<file path="config.mk">
export PLATFORM = sky130hd
export DESIGN_NAME = mil_tx_fifo
export DESIGN_NICKNAME = d
export VERILOG_FILES = /design/src/rtl/mil_tx_fifo.sv
export SDC_FILE = /design/constraint.sdc
export NUM_CORES = 1
export LEC_CHECK = 0
export BUFFER_PORTS_ARGS = -buffer_cell sky130_fd_sc_hd__buf_2
export CORE_UTILIZATION = 65
export DETAILED_ROUTE_END_ITERATION = 8
export HOLD_SLACK_MARGIN = 0.15
export PLACE_DENSITY = 0.82
export REMOVE_ABC_BUFFERS = 1
export SETUP_SLACK_MARGIN = 0.5
export SYNTH_ARGS = -nofsm -noshare
export SYNTH_HDL_FRONTEND = slang
export SYNTH_SLANG_ARGS = --single-unit
</file>
<file path="constraint.sdc">
create_clock -name clk -period 10.3 [get_ports clk]
set_input_delay 3.09 -clock clk [delete_from_list [all_inputs] [get_ports clk]]
set_output_delay 3.09 -clock clk [all_outputs]
set_load 0.01 [all_outputs]
</file>
<file path="src/rtl/mil_tx_fifo.sv">
// MIL-STD-1553 style Manchester transmitter with a word FIFO in front.
// Each word is sync (3 bit times), 16 data bits MSB first, then one parity bit.
// Line outputs lag the state machine by one clock because they are registered.
module mil_tx_fifo #(
  parameter int FCLK     = 50000000,
  parameter int TXVEL    = 1000000,
  parameter int DEPTH    = 8,
  parameter int PAR_ODD  = 1,
  parameter int GAP_BITS = 4
) (
  input  logic                     clk,
  input  logic                     rst,
  input  logic                     wr_en,
  input  logic [15:0]              wr_dat,
  input  logic                     wr_cw,
  input  logic                     tx_en,
  input  logic                     clr_ovf,
  output logic                     TXP,
  output logic                     TXN,
  output logic                     busy,
  output logic                     word_done,
  output logic                     full,
  output logic                     empty,
  output logic [$clog2(DEPTH):0]   level,
  output logic                     ovf
);

  localparam int HALF   = FCLK / (2 * TXVEL);
  localparam int AW     = $clog2(DEPTH);
  localparam int PW     = $clog2(HALF);
  localparam int GAP_HB = 2 * GAP_BITS;

  localparam logic [AW-1:0] PTR_ONE = 1;
  localparam logic [AW:0]   LVL_ONE = 1;

  typedef enum logic [2:0] {S_IDLE, S_SYNC, S_DATA, S_PAR, S_GAP} state_t;

  state_t          state, state_n;
  logic [16:0]     mem [DEPTH];
  logic [AW-1:0]   wr_ptr, rd_ptr;
  logic [16:0]     head;
  logic            push, pop;
  logic [PW-1:0]   presc;
  logic            half_end;
  logic [5:0]      hb;
  logic            cw_q, par_q;
  logic [15:0]     dat_q;
  logic            line_act, line_p;
  logic [4:0]      dh;

  assign full     = (level == (AW + 1)'(DEPTH));
  assign empty    = (level == '0);
  // A write into a full FIFO is still taken when a pop frees a slot that cycle.
  assign push     = wr_en && (!full || pop);
  assign head     = mem[rd_ptr];
  assign half_end = (presc == PW'(HALF - 1));
  assign busy     = (state != S_IDLE);

  // FIFO storage; contents need no reset because the pointers define validity.
  // NOTE: memories are left unreset so they map onto RAM; only control state is reset.
  always_ff @(posedge clk) begin
    if (push) mem[wr_ptr] <= {wr_cw, wr_dat};
  end

  // FIFO pointers and occupancy.
  // NOTE: sequential state uses non-blocking assignments so all registers update together.
  always_ff @(posedge clk) begin
    if (rst) begin
      wr_ptr <= '0;
      rd_ptr <= '0;
      level  <= '0;
    end else begin
      if (push) wr_ptr <= wr_ptr + PTR_ONE;
      if (pop)  rd_ptr <= rd_ptr + PTR_ONE;
      case ({push, pop})
        2'b10:   level <= level + LVL_ONE;
        2'b01:   level <= level - LVL_ONE;
        default: ;
      endcase
    end
  end

  // Sticky overflow; setting wins over a simultaneous clear.
  always_ff @(posedge clk) begin
    if (rst)                              ovf <= 1'b0;
    else if (wr_en && full && !pop)       ovf <= 1'b1;
    else if (clr_ovf)                     ovf <= 1'b0;
  end

  // Word sequencer: next state and pop decision at word boundaries.
  // NOTE: every always_comb output gets a default first so no latch is inferred.
  always_comb begin
    state_n = state;
    pop     = 1'b0;
    case (state)
      S_IDLE: if (tx_en && !empty) begin
        state_n = S_SYNC;
        pop     = 1'b1;
      end
      S_SYNC: if (half_end && hb == 6'd5)  state_n = S_DATA;
      S_DATA: if (half_end && hb == 6'd37) state_n = S_PAR;
      S_PAR: if (half_end && hb == 6'd39) begin
        if (tx_en && !empty) begin
          state_n = S_SYNC;
          pop     = 1'b1;
        end else begin
          state_n = S_GAP;
        end
      end
      S_GAP: if (half_end && hb == 6'(GAP_HB - 1)) state_n = S_IDLE;
      default: state_n = S_IDLE;
    endcase
  end

  // State register.
  always_ff @(posedge clk) begin
    if (rst) state <= S_IDLE;
    else     state <= state_n;
  end

  // Half-bit prescaler: held at zero in IDLE, free-running otherwise.
  always_ff @(posedge clk) begin
    if (rst || state == S_IDLE) presc <= '0;
    else if (half_end)          presc <= '0;
    else                        presc <= presc + PW'(1);
  end

  // Half-bit index: 0..39 across a word, 0..GAP_HB-1 across the gap.
  always_ff @(posedge clk) begin
    if (rst)                hb <= '0;
    else if (pop)           hb <= '0;
    else if (half_end)      hb <= ((state_n != state) &&
                                   (state_n == S_GAP || state_n == S_IDLE)) ? '0 : hb + 6'd1;
  end

  // Latch the popped word and its parity for the duration of transmission.
  always_ff @(posedge clk) begin
    if (rst) begin
      cw_q  <= 1'b0;
      dat_q <= '0;
      par_q <= 1'b0;
    end else if (pop) begin
      cw_q  <= head[16];
      dat_q <= head[15:0];
      par_q <= (PAR_ODD != 0) ? ~^head[15:0] : ^head[15:0];
    end
  end

  // Manchester encoding of the current half-bit; line_p is the TXP level.
  always_comb begin
    line_act = 1'b0;
    line_p   = 1'b0;
    dh       = 5'(hb - 6'd6);
    case (state)
      S_SYNC: begin
        line_act = 1'b1;
        line_p   = (hb < 6'd3) ? cw_q : ~cw_q;
      end
      S_DATA: begin
        line_act = 1'b1;
        line_p   = dat_q[4'd15 - dh[4:1]] ^ dh[0];
      end
      S_PAR: begin
        line_act = 1'b1;
        line_p   = par_q ^ hb[0];
      end
      default: ;
    endcase
  end

  // Registered line drivers and end-of-word strobe.
  always_ff @(posedge clk) begin
    if (rst) begin
      TXP       <= 1'b0;
      TXN       <= 1'b0;
      word_done <= 1'b0;
    end else begin
      TXP       <= line_act & line_p;
      TXN       <= line_act & ~line_p;
      word_done <= (state == S_PAR) && (hb == 6'd39) && half_end;
    end
  end

endmodule
</file>
==> impl_metrics.csv, run 1 <==
group,metric,value,unit
run_status,outcome,"finished, final reports clean",
grt,antenna_found_initial,0,
sta,relSlewSlack,0.417,
drt,drtAntennaViolNets,0,
cts,cts_setup_buffers,0,
sta,fin_crit_sh,0.505,
finish,drive_gt1_frac,0.209,
flow_run,maxCapViolations,0,
placed_design,postPlaceCellArea,8710,um2
worst_setup_path,crit_type,"in2reg",
synth,synthTopCellsByArea,"edfxtp_1 (49%), dfxtp_1 (12%), mux4_2 (11%)",
synth,ys_types,45,
finish,stdcell_count,780,
finish,area_growth,11.0,%
power,ir_worst_vdd,0.000163,V
placed_design,io_buffers,32,
worst_setup_path,cp_top_family,"simple AND/OR/NAND/NOR gates",
sta,fmax,192,MHz
grt,grt_use_total,0.261,
grt,grt_first_pass_wirelength,24.7,mm
placed_design,dp.cells,749,
cts,htree_levels,4,
finish,diodes,0,
floorplan,die_w,115,um
drt,drc,0,
cts,cts.sinks,185,
worst_setup_path,path_common_cell,"buf_4",
grt,grt_max_degree,50,
drt,drt-initial-drc-count,403,
drt,totalWireLength,15.8,mm
worst_setup_path,critPathSlowestCell,"nor3_2",
sta,fin_tns_setup,0,ns
drt,drtPass1Iterations,5,
floorplan,rows,41,
cts,ctsHoldBuffers,0,
worst_setup_path,critPathLaunchType,"primary input",
grt,grt_pass1_vias,4725,
synth,avgSynthCellArea,15.0,um2
hold_path,hp-class,"reg2reg",
synth,yosysSeqAreaShare,0.607,
cts,cts_buffer_depth,2,
worst_setup_path,worst-path-max-fanout,43,
drt,wl_per_cell,20.3,um
floorplan,pin_count,33,
drt,vias,4724,
finish,final_nets,626,
floorplan,die_y,115,um
cts,clk_pin_slew,0.07,ns
finish,finalInstanceArea,9260,um2
grt,grt_overflow,0,
synth,synth_warnings,0,
worst_setup_path,critPathBufInv,3,
cts,clockRootBuffer,"clkbuf_16",
synth,synth_top_cell_area_share,0.490,
worst_setup_path,crit_arrival,5.34,ns
worst_setup_path,worstSetupEndpointType,"register",
floorplan,start_util,0.664,
synth,syn-instance-count,558,
synth,synth_area_leader_cell,"edfxtp_1",
cts,cts_tree,"done",
drt,avgViaCountPerCell,6.06,
finish,regArea,5070,um2
finish,num-fill-cells,783,
sta,setup_violations,0,
cts,insertion_delay,0.44,ns
sta,clock_skew,0.0107,ns
worst_setup_path,cpPeakStageDelay,0.73,ns
synth,ys_seq_elements,185,
placed_design,place.gp.congestion,0.814,
sta,finalHoldViolCount,0,
worst_setup_path,crit_chain,"buf_2 > o41ai_1 > nor2_1 > o21a_1 > buf_4 > o21ai_0 > nor3_2 > buf_4",
cts,cts-resized-gates,0,
placed_design,hpwl,10.6,mm
synth,netlist_area,8340,um2
sta,period_minus_slack,5.20,ns
power,power.leakage,3.00,nW
floorplan,die-area,13300,um2
sta,tightest_slew,0.866,ns
sta,rsz0062_at_grt,"false",
floorplan,core,12600,um2
worst_setup_path,cp.required,10.44,ns
power,p_per_area,214,nW/um2
sta,drv_slew,0,
cts,numCtsBuffers,17,
finish,multi_input_area,3160,um2
[power breakdown]
part / internal (W) / switching (W)
clock: 0.000315 / 0.000290
combinational: 0.000203 / 0.000235
sequential: 0.000880 / 0.0000556
[layer usage]
layer  track usage  wire length, um  vias to the layer above  part of all wire
met5             0                0                        -                 0
met4        0.0797              179                        0             0.011
met3        0.0738              869                       18             0.055
met2         0.442             8280                      165              0.52
met1         0.328             6500                     2357              0.41
li1              -                -                     2184                 -
[final cells by class]
type,count,area share
Tap cell,172,0.0232
Clock inverter,13,0.0127
Timing Repair Buffer,44,0.0270
Inverter,6,0.00243
Multi-Input combinational cell,342,0.341
Sequential cell,185,0.547
Clock buffer,18,0.0464
[placed cells by master, fill, tap and decap left out, types with 4 or more instances in the layout]
master	netlist	layout
buf_2	8	32
xor2_1	24	24
clkbuf_16	0	17
dfxtp_1	49	47
buf_4	0	12
o21ai_0	10	10
mux4_2	39	39
edfxtp_1	136	136
nand4_1	4	4
mux2i_1	33	33
nor2_1	46	46
nand3_1	7	7
inv_1	6	6
xnor2_1	71	71
a21oi_1	10	10
nand2_1	20	20
ha_1	8	8
a211oi_1	19	19
o41ai_1	4	4
nor3_2	0	4
nand2b_1	4	4
[cells by family after synthesis]
group	after synthesis	synth area share
flip-flops	185	0.607
buffers and inverters	31	0.0178
XOR/XNOR	95	0.0997
adder cells (fa/ha/maj)	8	0.0120
AND/OR/NAND/NOR	110	0.0637
AO/OA/AOI/OAI	53	0.0439
multiplexers	76	0.156
[worst paths after layout]
path / startpoint / endpoint / slack (ns) / depth (start not counted)
max reg2reg: hb[0]$_SDFFE_PP0P_ / mem[1][4]$_DFFE_PP_ / 6.54 / 8
min: presc[0]$_SDFF_PP0_ / presc[0]$_SDFF_PP0_ / 0.47 / 1
max: tx_en / mem[1][4]$_DFFE_PP_ / 5.10 / 8
min reg2reg: presc[0]$_SDFF_PP0_ / presc[0]$_SDFF_PP0_ / 0.47 / 1
[per-stage QoR]
stage | power (W) | worst slack [ns] | utilization | hold WS, ns
6_report | 0.00198 | 5.10 | 0.737 | 0.469
5_1_grt | 0.00207 | 4.85 | 0.737 | 0.489
4_1_cts | 0.00199 | 5.11 | 0.737 | 0.475
3_5_place_dp | 0.00139 | 4.66 | 0.693 | 0.460
3_3_place_gp | 0.00137 | 4.84 | 0.693 | 0.443
2_1_floorplan | 0.00126 | 3.65 | - | 0.430
[state kept, by name, summed over array words and instances, names as in the netlist, named ones only]
register and cells:
mem 136, dat_q 16, hb 6, presc 5
level 4, rd_ptr 3, state 3, wr_ptr 3
TXN 1, TXP 1, cw_q 1, ovf 1
par_q 1, word_done 1
[synthesized netlist by cell type (all sizes together)]
cell type	count
a22o	2
nor2	46
nor3b	2
edfxtp	136
dfxtp	49
a21oi	11
a22oi	1
nor4	5
a21bo	1
ha	8
clkbuf	10
xor2	24
inv	6
nand3	7
or3	1
nor2b	3
xnor2	71
a21boi	1
nand4	4
and4b	1
nor3	7
o41ai	4
nand2	20
mux2	1
and2	1
nand4b	2
nand2b	4
nand3b	2
a211oi	21
mux4	42
or2	3
buf	15
o21a	1
mux2i	33
o21ai	11
and3	2
Power figures use the tool's default switching activity.
==> inputs of run 2 (changes only) <==
CORE_UTILIZATION = 62   (was 65)
PLACE_DENSITY = 0.79   (was 0.82)
clock period = 5.01 ns   (was 10.3 ns; I/O delays follow)
==> run 2 against run 1 <==
Effect of this change: cell count grew 0.90%; combinational power up 99%; die area increased by 4.7%; sequential power rose by 110%; clock power rose by 100%.
==> impl_metrics.csv, run 2 (synthesized netlist as in run 1, its figures left out) <==
group,metric,value,unit
run_status,outcome,"finished, final reports clean",
cts,cts_buffer_depth,2,
sta,tightest_slew,0.846,ns
floorplan,pin_count,33,
sta,setup_violations,0,
sta,fmax,281,MHz
cts,clk_pin_slew,0.06,ns
floorplan,die_w,118,um
finish,top_register,"mem",
drt,vias,4690,
sta,clock_skew,0.00722,ns
worst_setup_path,path_common_cell,"nand2_1",
worst_setup_path,cpPeakStageDelay,0.61,ns
drt,wl_per_cell,19.4,um
cts,cts_setup_buffers,0,
drt,drtAntennaViolNets,0,
cts,cts_tree,"done",
worst_setup_path,crit_arrival,3.68,ns
cts,numCtsBuffers,17,
flow_run,maxCapViolations,0,
grt,grt_use_total,0.234,
finish,final_common_cell,"edfxtp_1",
placed_design,io_buffers,32,
placed_design,place.gp.congestion,0.788,
floorplan,core,13200,um2
grt,grt_pass1_vias,4757,
finish,diodes,0,
finish,utilization,0.703,
sta,hold_slack,0.474,ns
sta,fin_crit_sh,0.710,
grt,antenna_found_initial,0,
cts,cts.sinks,185,
hold_path,hp-class,"reg2reg",
cts,htree_levels,4,
power,total_power,0.00405,W
worst_setup_path,critPathSlowestCell,"nor3_2",
worst_setup_path,cp.required,5.13,ns
finish,top_regs,"mem: 136 flops, dat_q: 16 flops, hb: 6 flops",
worst_setup_path,crit_chain,"ha_1 > nand2_1 > nor4_2 > o21ai_1 > a21boi_1 > nand2_1 > nor3_2 > buf_4",
grt,grt_first_pass_wirelength,24.2,mm
drt,avgViaCountPerCell,5.96,
grt,grt_max_degree,43,
cts,cts-resized-gates,0,
placed_design,postPlaceCellArea,8730,um2
drt,drc,0,
worst_setup_path,cp_top_family,"simple AND/OR/NAND/NOR gates",
worst_setup_path,critPathBufInv,1,
sta,relSlewSlack,0.430,
worst_setup_path,crit_type,"reg2reg",
cts,ctsHoldBuffers,0,
floorplan,die_y,118,um
power,p_per_area,436,nW/um2
power,ir_worst_vdd,0.000305,V
finish,final_nets,628,
power,power.leakage,3.00,nW
drt,drtPass1Iterations,5,
finish,largest_reg_flops,136,
finish,finalInstanceArea,9270,um2
sta,finalHoldViolCount,0,
sta,rsz0062_at_grt,"false",
cts,clockRootBuffer,"clkbuf_16",
worst_setup_path,critPathLaunchType,"register",
floorplan,start_util,0.633,
drt,totalWireLength,15.2,mm
finish,layout_common_cells,"edfxtp_1 (136), xnor2_1 (71), dfxtp_1 (47)",
sta,drv_slew,0,
placed_design,hpwl,10.3,mm
finish,area_growth,11.1,%
finish,drive_gt1_frac,0.206,
grt,grt_overflow,0,
cts,insertion_delay,0.42,ns
floorplan,rows,42,
sta,period_minus_slack,3.56,ns
drt,drt-initial-drc-count,376,
worst_setup_path,worstSetupEndpointType,"register",
floorplan,die-area,13900,um2
worst_setup_path,worst-path-max-fanout,10,
## run 2: cell count changes in the layout (fill, tap and decap cells not counted)
cell	delta
buf_4	+2
bufinv_16	+1
clkbuf_1	+4
clkinv_4	-1
clkinv_8	-1
clkinvlp_4	+1
inv_8	-3
## run 2: through the flow
stage	setup WS [ns]	std cells	setup TNS, ns
after floorplan	-0.0578	533	-0.983
after global placement	1.23	755	0
after detailed placement	1.14	755	0
after CTS	1.46	787	0
after global routing	1.14	787	0
final	1.45	787	0
## run 2: final timing paths
kind / end / cells after the start / start / slack (ns)
worst min-delay path: ovf$_SDFFE_PP0P_ / 2 / ovf$_SDFFE_PP0P_ / 0.47
worst min register to register: ovf$_SDFFE_PP0P_ / 2 / ovf$_SDFFE_PP0P_ / 0.47
worst max-delay path: mem[4][8]$_DFFE_PP_ / 8 / hb[0]$_SDFFE_PP0P_ / 1.45
worst max register to register: mem[4][8]$_DFFE_PP_ / 8 / hb[0]$_SDFFE_PP0P_ / 1.45
## run 2: cell type report
| type | count | area [um2] |
|---|---|---|
| multi-input cells | 342 | 3160 |
| well taps | 176 | 220 |
| clock inverters | 10 | 96.3 |
| flip-flops and latches | 185 | 5070 |
| fillers | 844 | 3920 |
| clock buffers | 22 | 444 |
| inverters | 6 | 22.5 |
| repair buffers | 46 | 265 |
## run 2: worst reg2reg max path, delay by kind of cell (launching register included)
kind | cells | cell delay, ns
AOI/OAI and AO/OA | 2 | 0.67
adders and majority gates | 1 | 0.30
buffers and inverters | 1 | 0.33
DFF | 1 | 0.51
and+or+nand+nor | 4 | 1.44
## run 2: where the power goes
part           leakage (nW)  switching [W]  internal [W]  total, W
logic                  1.11       0.000451      0.000420  0.000871
registers              1.64       0.000138       0.00181   0.00195
clock network         0.253       0.000541      0.000686   0.00123
## run 2: metal layers
metal | track usage | part of all wire | vias up
met1 | 0.297 | 0.42 | 2351
met2 | 0.389 | 0.52 | 127
met5 | 0 | 0 | -
li1 | - | - | 2189
met4 | 0.0938 | 0.019 | 0
met3 | 0.0552 | 0.047 | 23
